### src/rtl/writeback_commit.sv
// writeback_commit: final pipeline stage. It retires instructions and drives the GPR and CSR
// write ports. Normal instructions commit in one cycle. Traps and mret step through a small FSM
// that serialises the machine-mode CSR updates over the single CSR write port, then redirects
// and flushes fetch.
// Optional feature: define WB_INSTRET_EN to add the 64-bit retired-instruction counter `instret`.
module writeback_commit #(
    parameter int unsigned     XLEN             = 64,
    parameter logic [XLEN-1:0] MTVEC_ALIGN_MASK = 64'hFFFF_FFFF_FFFF_FFFC
) (
    input  logic            clk,
    input  logic            reset,
    input  logic            in_valid,
    output logic            in_ready,
    input  logic [XLEN-1:0] in_pc,
    input  logic            in_regwrite,
    input  logic [4:0]      in_dst,
    input  logic [XLEN-1:0] in_result,
    input  logic            in_csrwrite,
    input  logic [11:0]     in_csraddr,
    input  logic [XLEN-1:0] in_csrdata,
    input  logic            in_exception,
    input  logic [XLEN-1:0] in_cause,
    input  logic [XLEN-1:0] in_tval,
    input  logic            in_mret,
    input  logic [XLEN-1:0] mtvec,
    input  logic [XLEN-1:0] mepc,
    input  logic [XLEN-1:0] mstatus,
    output logic            wen,
    output logic [4:0]      wa,
    output logic [XLEN-1:0] wd,
    output logic            csr_wen,
    output logic [11:0]     csr_wa,
    output logic [XLEN-1:0] csr_wd,
    output logic            redirect_valid,
    output logic [XLEN-1:0] redirect_pc,
    output logic            flush,
    output logic            commit_valid,
    output logic [XLEN-1:0] commit_pc
`ifdef WB_INSTRET_EN
    ,
    output logic [63:0]     instret
`endif
);

    localparam logic [11:0] CSR_MSTATUS = 12'h300;
    localparam logic [11:0] CSR_MEPC    = 12'h341;
    localparam logic [11:0] CSR_MCAUSE  = 12'h342;
    localparam logic [11:0] CSR_MTVAL   = 12'h343;

    // Each state names the CSR write that is on the output port while the state is current.
    typedef enum logic [2:0] {
        StIdle,
        StTEpc,
        StTCause,
        StTTval,
        StTStatus,
        StMStatus
    } state_e;

    state_e          r_state, w_state_next;
    logic [XLEN-1:0] r_cap_cause, w_cap_cause_next;
    logic [XLEN-1:0] r_cap_tval, w_cap_tval_next;

    logic            r_wen, w_wen_next;
    logic [4:0]      r_wa, w_wa_next;
    logic [XLEN-1:0] r_wd, w_wd_next;
    logic            r_csr_wen, w_csr_wen_next;
    logic [11:0]     r_csr_wa, w_csr_wa_next;
    logic [XLEN-1:0] r_csr_wd, w_csr_wd_next;
    logic            r_redirect_valid, w_redirect_valid_next;
    logic [XLEN-1:0] r_redirect_pc, w_redirect_pc_next;
    logic            r_flush, w_flush_next;
    logic            r_commit_valid, w_commit_valid_next;
    logic [XLEN-1:0] r_commit_pc, w_commit_pc_next;

    // Trap entry: stash MIE into MPIE, clear MIE, record M-mode as previous privilege.
    function automatic logic [XLEN-1:0] trap_mstatus(input logic [XLEN-1:0] s);
        logic [XLEN-1:0] v;
        v        = s;
        v[7]     = s[3];
        v[3]     = 1'b0;
        v[12:11] = 2'b11;
        return v;
    endfunction

    // Trap return: restore MIE from MPIE, set MPIE, previous privilege back to U.
    function automatic logic [XLEN-1:0] mret_mstatus(input logic [XLEN-1:0] s);
        logic [XLEN-1:0] v;
        v        = s;
        v[3]     = s[7];
        v[7]     = 1'b1;
        v[12:11] = 2'b00;
        return v;
    endfunction

    assign in_ready = (r_state == StIdle);

    // Next state and next registered outputs; strobes default low, data fields hold.
    always_comb begin
        w_state_next          = r_state;
        w_cap_cause_next      = r_cap_cause;
        w_cap_tval_next       = r_cap_tval;
        w_wen_next            = 1'b0;
        w_wa_next             = r_wa;
        w_wd_next             = r_wd;
        w_csr_wen_next        = 1'b0;
        w_csr_wa_next         = r_csr_wa;
        w_csr_wd_next         = r_csr_wd;
        w_redirect_valid_next = 1'b0;
        w_redirect_pc_next    = r_redirect_pc;
        w_flush_next          = 1'b0;
        w_commit_valid_next   = 1'b0;
        w_commit_pc_next      = r_commit_pc;

        case (r_state)
            StIdle: begin
                if (in_valid) begin
                    if (in_exception) begin
                        // The mepc write goes out immediately; cause and tval wait their turn.
                        w_state_next     = StTEpc;
                        w_cap_cause_next = in_cause;
                        w_cap_tval_next  = in_tval;
                        w_csr_wen_next   = 1'b1;
                        w_csr_wa_next    = CSR_MEPC;
                        w_csr_wd_next    = in_pc;
                    end else if (in_mret) begin
                        w_state_next          = StMStatus;
                        w_csr_wen_next        = 1'b1;
                        w_csr_wa_next         = CSR_MSTATUS;
                        w_csr_wd_next         = mret_mstatus(mstatus);
                        w_redirect_valid_next = 1'b1;
                        w_redirect_pc_next    = mepc;
                        w_flush_next          = 1'b1;
                        w_commit_valid_next   = 1'b1;
                        w_commit_pc_next      = in_pc;
                    end else begin
                        w_wen_next          = in_regwrite && (in_dst != 5'd0);
                        w_wa_next           = in_dst;
                        w_wd_next           = in_result;
                        w_csr_wen_next      = in_csrwrite;
                        w_csr_wa_next       = in_csraddr;
                        w_csr_wd_next       = in_csrdata;
                        w_commit_valid_next = 1'b1;
                        w_commit_pc_next    = in_pc;
                    end
                end
            end
            StTEpc: begin
                w_state_next   = StTCause;
                w_csr_wen_next = 1'b1;
                w_csr_wa_next  = CSR_MCAUSE;
                w_csr_wd_next  = r_cap_cause;
            end
            StTCause: begin
                w_state_next   = StTTval;
                w_csr_wen_next = 1'b1;
                w_csr_wa_next  = CSR_MTVAL;
                w_csr_wd_next  = r_cap_tval;
            end
            StTTval: begin
                w_state_next          = StTStatus;
                w_csr_wen_next        = 1'b1;
                w_csr_wa_next         = CSR_MSTATUS;
                w_csr_wd_next         = trap_mstatus(mstatus);
                w_redirect_valid_next = 1'b1;
                w_redirect_pc_next    = mtvec & MTVEC_ALIGN_MASK;
                w_flush_next          = 1'b1;
            end
            StTStatus: w_state_next = StIdle;
            StMStatus: w_state_next = StIdle;
            default:   w_state_next = StIdle;
        endcase
    end

    // State, capture and output registers; reset abandons any trap sequence in flight.
    always_ff @(posedge clk or posedge reset) begin
        if (reset) begin
            r_state          <= StIdle;
            r_cap_cause      <= '0;
            r_cap_tval       <= '0;
            r_wen            <= 1'b0;
            r_wa             <= '0;
            r_wd             <= '0;
            r_csr_wen        <= 1'b0;
            r_csr_wa         <= '0;
            r_csr_wd         <= '0;
            r_redirect_valid <= 1'b0;
            r_redirect_pc    <= '0;
            r_flush          <= 1'b0;
            r_commit_valid   <= 1'b0;
            r_commit_pc      <= '0;
        end else begin
            r_state          <= w_state_next;
            r_cap_cause      <= w_cap_cause_next;
            r_cap_tval       <= w_cap_tval_next;
            r_wen            <= w_wen_next;
            r_wa             <= w_wa_next;
            r_wd             <= w_wd_next;
            r_csr_wen        <= w_csr_wen_next;
            r_csr_wa         <= w_csr_wa_next;
            r_csr_wd         <= w_csr_wd_next;
            r_redirect_valid <= w_redirect_valid_next;
            r_redirect_pc    <= w_redirect_pc_next;
            r_flush          <= w_flush_next;
            r_commit_valid   <= w_commit_valid_next;
            r_commit_pc      <= w_commit_pc_next;
        end
    end

    assign wen            = r_wen;
    assign wa             = r_wa;
    assign wd             = r_wd;
    assign csr_wen        = r_csr_wen;
    assign csr_wa         = r_csr_wa;
    assign csr_wd         = r_csr_wd;
    assign redirect_valid = r_redirect_valid;
    assign redirect_pc    = r_redirect_pc;
    assign flush          = r_flush;
    assign commit_valid   = r_commit_valid;
    assign commit_pc      = r_commit_pc;

`ifdef WB_INSTRET_EN
    logic [63:0] r_instret;

    // Count every retirement pulse (normal and mret); wraps naturally past 2^64-1.
    always_ff @(posedge clk or posedge reset) begin
        if (reset) begin
            r_instret <= '0;
        end else if (r_commit_valid) begin
            r_instret <= r_instret + 64'd1;
        end
    end

    assign instret = r_instret;
`endif

endmodule

### config.mk
export PLATFORM = sky130hd
export DESIGN_NAME = writeback_commit
export DESIGN_NICKNAME = d
export VERILOG_FILES = /design/src/rtl/writeback_commit.sv
export SDC_FILE = /design/constraint.sdc
export NUM_CORES = 1
export LEC_CHECK = 0
export ABC_CLOCK_PERIOD_IN_PS = 13400
export BUFFER_PORTS_ARGS = -buffer_cell sky130_fd_sc_hd__buf_4
export CORE_AREA = 2 2 313 315
export CTS_CLUSTER_SIZE = 28
export DETAILED_ROUTE_END_ITERATION = 8
export DIE_AREA = 0 0 315 317
export GPL_TIMING_DRIVEN = 0
export PLACE_DENSITY_LB_ADDON = 0.25
export SYNTH_ARGS = -nofsm -noshare
export SYNTH_HDL_FRONTEND = slang
export SYNTH_SLANG_ARGS = --single-unit
### constraint.sdc
create_clock -name clk -period 13.4 [get_ports clk]
set_input_delay 0 -clock clk [delete_from_list [all_inputs] [get_ports clk]]
set_output_delay 0 -clock clk [all_outputs]
set_load 0.02 [all_outputs]
[Word-level counts from Yosys, hierarchy flattened]
Cells that the tools add are included.
Word-level totals
  input bits: 536
  flip-flop bits (word level): 408
  word-level logic and storage cells: 65
  output and inout bits: 279
Operators by class
  reduce and logical (&&, ||, !) cells: 12
  muxes and demuxes: 31
  eq/ne operators: 7
  bitwise operators: 2
Operators by type and width (number)
  two-way mux 64 bit: 6
  one-hot mux 64 bit (4 select lines): 1
  one-hot mux 64 bit (2 select lines): 1
  one-hot mux 12 bit (4 select lines): 1
  two-way mux 12 bit: 3
  two-way mux 1 bit: 13
  one-hot mux 3 bit (4 select lines): 1
  two-way mux 3 bit: 3
  AND reduction 4 bit: 2
  equality test 3 x 2 -> 1 bit (second input constant): 2
  AND reduction 3 bit: 2
  nonzero test 5 bit: 1
  != test 2 bit (second input constant): 2
  one-hot mux 1 bit (2 select lines): 2
  AND reduction 2 bit: 2
  nonzero test 4 bit: 1
  equality test 3 x 1 -> 1 bit (second input constant): 1
  logical NOT 3 bit: 1
  != test 3 x 1 -> 1 bit (second input constant): 1
  OR reduction 3 bit: 1
  != test 2 x 1 -> 1 bit (second input constant): 1
  NOT 1 bit: 2
  nonzero test 2 bit: 1
  logical AND 1 bit: 1

[Longest topological paths before layout]
  word-level depth: 6
  gate-level depth with buffers: 8

[Worst setup path before layout]
No wires, ideal clock.
  path type: register to register
  start: register r_state[0]
  end: register r_wd[10] (netlist: wd[10])
  cell stages (with the launch flop): 8
  setup time: 0.125 ns
  data required time: 13.275 ns
  slack: 11.485 ns
  arrival time: 1.790 ns
  path through: dfrtp_1 buf_4 nor3_4 nand2_1 nor2_2 buf_4 buf_4 mux2_2
Between the ends
  cells in the longest elaborated chain, start to end: 2
RTL lines
  start: declaration: RTL line 60  | state_e r_state, w_state_next;
  start signal: assignment: RTL line 178  | r_state <= StIdle;
  start signal: assignment: RTL line 193  | r_state <= w_state_next;
  logical NOT 3 bit
  named net in_ready: RTL line 13  | output logic in_ready,
  AND reduction 4 bit (no line)
  end signal: assignment: RTL line 198  | r_wd <= w_wd_next;
  end: declaration: RTL line 66  | logic [XLEN-1:0] r_wd, w_wd_next;
The timed path passes the listed nets, and every way through them passes these cells.
A chain may end at the register's enable or synchronous reset.

[Worst setup path after layout]
  start: register r_state[2]
  end: register r_csr_wd[14] (netlist: csr_wd[14])
Between the ends
  cells in the longest elaborated chain, start to end: 3
  elaborated cells on any way between the ends: 8
  those cells by class: eq/ne (4); mux (1); reduce/logical (3)
RTL lines
  equality test 3 x 2 -> 1 bit, or another cell as far along: RTL line 115  | case (r_state)
  nonzero test 4 bit (no line) / != test 2 bit (equally long branches)
  AND reduction 2 bit (no line)
  end signal: assignment: RTL line 201  | r_csr_wd <= w_csr_wd_next;
  end: declaration: RTL line 69  | logic [XLEN-1:0] r_csr_wd, w_csr_wd_next;
Several ways; a longest one is shown, not always the timed one.

==> summary.txt <==
detail-routed via count per cell - 4.30
mean instance size in the synthesized netlist - 11.5 um2
cell area reported after detailed placement - 27,200 um2
placeable core region - 96,300 um2
Adder-Cell Fraction of Synth Area - 0%
routed via count - 19,200
cell types with the largest area share after synthesis - sky130_fd_sc_hd__dfrtp_1 53%, sky130_fd_sc_hd__mux2_2 15%, sky130_fd_sc_hd__mux2i_1 6.3%
number of pins exceeding their max-slew limit in the final report - 0
share of Yosys cell area claimed by the top area cell type - 52.6%
Post-CTS Hold Fix Bufs - 576
setup repair after global routing missed its margin - no
Slew HR - 13.6%
most common cell after layout, fill and taps aside - sky130_fd_sc_hd__buf_4
maximum fanout along the worst path - 10
total overflow reported by the global router - 0
top library cells by usage in the layout, fill and taps aside - 835 x sky130_fd_sc_hd__buf_4, 576 x sky130_fd_sc_hd__dlygate4sd3_1, 408 x sky130_fd_sc_hd__dfrtp_1
net switching component of the power - 3.02 mW
number of failing setup endpoints in the final timing report - 0
overall fraction of global-route tracks in use - 19.8%
final net count - 3,663
P_leak - 16.1 nW
net switching fraction of the power - 40.4%
pin count of the biggest net entering global routing - 110
capturing element type of the critical path - flop
Max Clock Freq - 295 MHz
sequential cell area fraction in the yosys report - 52.6%
ys flop type - sky130_fd_sc_hd__dfrtp_1
post-route clock skew - 0.0136 ns
critical path data required time - 13.91 ns
clock tree from TritonCTS - yes
internal power contribution - 4.46 mW
wire length of the first global-routing pass - 144 mm
WL final - 103 mm
number of clock sinks - 408
deepest level of the CTS H-tree - 2
final instance area - 34,800 um2
effective utilization at floorplan - 20.1%
total number of yosys warnings - 0
count of input and output buffers - 809
part of the power in the clock network - 19.5%
Area Overhead vs Synth - 79.2%
1st-pass router iterations - 4
synthesized-area fraction occupied by ao, oa, aoi and oai cells - 8.88%
number of global-route vias before repair - 20,600
Synth Area in Simple Gates - 8.90%
IO Pins - 815
IR Drop Worst-Case VDD - 0.116 mV
number of antenna violations at the first check in global routing - 28
distinct cell type count after synthesis - 38
share of synthesized registers carrying an async set or reset - 100%
Mapped Cells - 1,683
crit path kind - flop to flop
power share of the combinational group - 51.3%
max-cap check violation count - 0
EDFF count, synth - 0
library cell with the largest summed area after synthesis - sky130_fd_sc_hd__dfrtp_1
pwr dens - 215 nW/um2
endpoint arrival time on the critical path - 3.89 ns
layout cells sized above 1 - 40.7%
combined area of all synthesized cells - 19,400 um2
xor and xnor area share after synthesis - 0%
status - complete, no violations
transition at the pin with the smallest max-transition slack - 1.30 ns
number of gates given a new drive strength after cts - 0
cell at the root of the clock tree - sky130_fd_sc_hd__clkbuf_16
Min-Delay Path Class - input port to flop
power share of the sequential group - 29.2%
Final GP Congestion - 0.838
Design Power - 7.49 mW
DPL Wire Length - 77.6 mm
syn nets - 2,219
number of rows in the core area - 114
routed len/inst - 23.0 um
number of endpoints with negative hold slack in the final report - 0
number of nets still failing antenna checks after routing - 0
die area - 99,900 um2
min cycle time layout - 3.39 ns
multiplexer share of the synthesized area - 25.8%
horizontal die dimension - 315 um
Clock Pin Slew Worst Setup and Hold Paths - 0.06 ns
clock latency on the worst-skew pair - 0.62 ns
post-route clock period utilization - 25.3%
register bit total from synthesis - 408
CTS buffer count - 53
violation count after the first detailed-route iteration - 885
setup repair bufs after CTS - 0
height of the die - 317 um
Max clock buf depth - 3
critical path startpoint category - flop
combinational family with the most area after synthesis - multiplexers
DRC errors left - 0
## cell usage after synthesis, types with 3 or more instances
| master | number |
|---|---|
| sky130_fd_sc_hd__buf_4 | 26 |
| sky130_fd_sc_hd__a22o_1 | 7 |
| sky130_fd_sc_hd__clkbuf_1 | 59 |
| sky130_fd_sc_hd__nor2_1 | 68 |
| sky130_fd_sc_hd__o21ai_0 | 12 |
| sky130_fd_sc_hd__nor3_1 | 3 |
| sky130_fd_sc_hd__mux2i_1 | 122 |
| sky130_fd_sc_hd__o22ai_1 | 3 |
| sky130_fd_sc_hd__a211oi_1 | 59 |
| sky130_fd_sc_hd__mux2_4 | 58 |
| sky130_fd_sc_hd__buf_2 | 32 |
| sky130_fd_sc_hd__nand2b_1 | 62 |
| sky130_fd_sc_hd__mux2_2 | 259 |
| sky130_fd_sc_hd__inv_1 | 11 |
| sky130_fd_sc_hd__dfrtp_1 | 408 |
| sky130_fd_sc_hd__nand2_1 | 263 |
| sky130_fd_sc_hd__a31oi_1 | 63 |
| sky130_fd_sc_hd__buf_6 | 7 |
| sky130_fd_sc_hd__buf_1 | 8 |
| sky130_fd_sc_hd__a21oi_1 | 128 |
| sky130_fd_sc_hd__nand3_1 | 3 |
## critical path, cell delays in order (launching register included)
cell                            delay (ns)
sky130_fd_sc_hd__dfrtp_1              0.43
sky130_fd_sc_hd__clkbuf_1             0.43
sky130_fd_sc_hd__nor2_1               1.06
sky130_fd_sc_hd__clkbuf_1             0.59
sky130_fd_sc_hd__a31oi_1              0.15
sky130_fd_sc_hd__dlygate4sd3_1        0.60
## metrics by stage
stage | setup slack (ns) | util, % | hold WS (ns) | cells | TNS (ns)
after floorplan | 2.05 | - | 0.105 | 1683 | 0
after global placement | -4.69 | 28.1 | 0.203 | 3768 | -1867.91
after detailed placement | 9.97 | 28.2 | 0.00184 | 3772 | 0
after CTS | 9.87 | 36.0 | 0.000968 | 4447 | 0
after global routing | 9.74 | 36.1 | 0.0279 | 4465 | 0
final | 10.01 | 36.1 | 0.0435 | 4466 | 0
## layer usage
metal / up-vias / GRT usage (%) / share of wire, %
li1: 8846 / - / -
met1: 9494 / 24.3 / 41
met2: 653 / 33.6 / 49
met3: 179 / 4.87 / 6.5
met4: 14 / 7.53 / 3.5
met5: - / 0 / 0.097
## power groups by stage
stage | Combinational (mW) | Clock [mW] | Sequential [mW]
after global placement | 3.52 | 0 | 2.19
after floorplan | 1.48 | 0 | 2.63
after global routing | 4.11 | 1.55 | 2.26
after detailed placement | 3.54 | 0 | 2.20
after CTS | 3.88 | 1.51 | 2.18
final | 3.84 | 1.46 | 2.19
## path summary, 6_finish.rpt
check	start	endpoint	slack [ns]	cells after the start
max	r_state[2]$_DFFE_PP0P_	csr_wd[14]$_DFFE_PP0P_	10.01	5
min	mstatus[24]	csr_wd[24]$_DFFE_PP0P_	0.04	5
max reg2reg	r_state[2]$_DFFE_PP0P_	csr_wd[14]$_DFFE_PP0P_	10.01	5
min reg2reg	commit_pc[2]$_DFFE_PP0P_	commit_pc[2]$_DFFE_PP0P_	0.48	2
max in group asynchronous	reset	r_cap_cause[28]$_DFFE_PP0P_	11.68	6
min in group asynchronous	reset	wd[19]$_DFFE_PP0P_	0.54	4
## final cells by class
cell class	count	area (um2)
Fill cell	9724	61500
Timing Repair Buffer	1389	11900
Sequential cell	408	10200
Multi-Input combinational cell	1131	8460
Tap cell	1276	1600
Clock buffer	78	1570
Buffer	132	687
Clock inverter	21	183
Inverter	12	52.6
Antenna cell	19	47.5
## state kept, by name, indices dropped and copies added, names as in the netlist
signal / cells
wen: 1
wa: 5
r_state: 3
csr_wd: 64
commit_valid: 1
r_cap_cause: 64
csr_wa: 12
wd: 64
redirect_pc: 64
r_cap_tval: 64
csr_wen: 1
flush: 1
commit_pc: 64
## cells by family (layout without fill, tap and decap cells)
group	Yosys count	after routing
AO/OA/AOI/OAI	284	284
buffers and inverters	144	1632
other	0	19
flip-flops	408	408
AND/OR/NAND/NOR	408	408
multiplexers	439	439
Note: power is estimated with default switching activity, not from simulation.
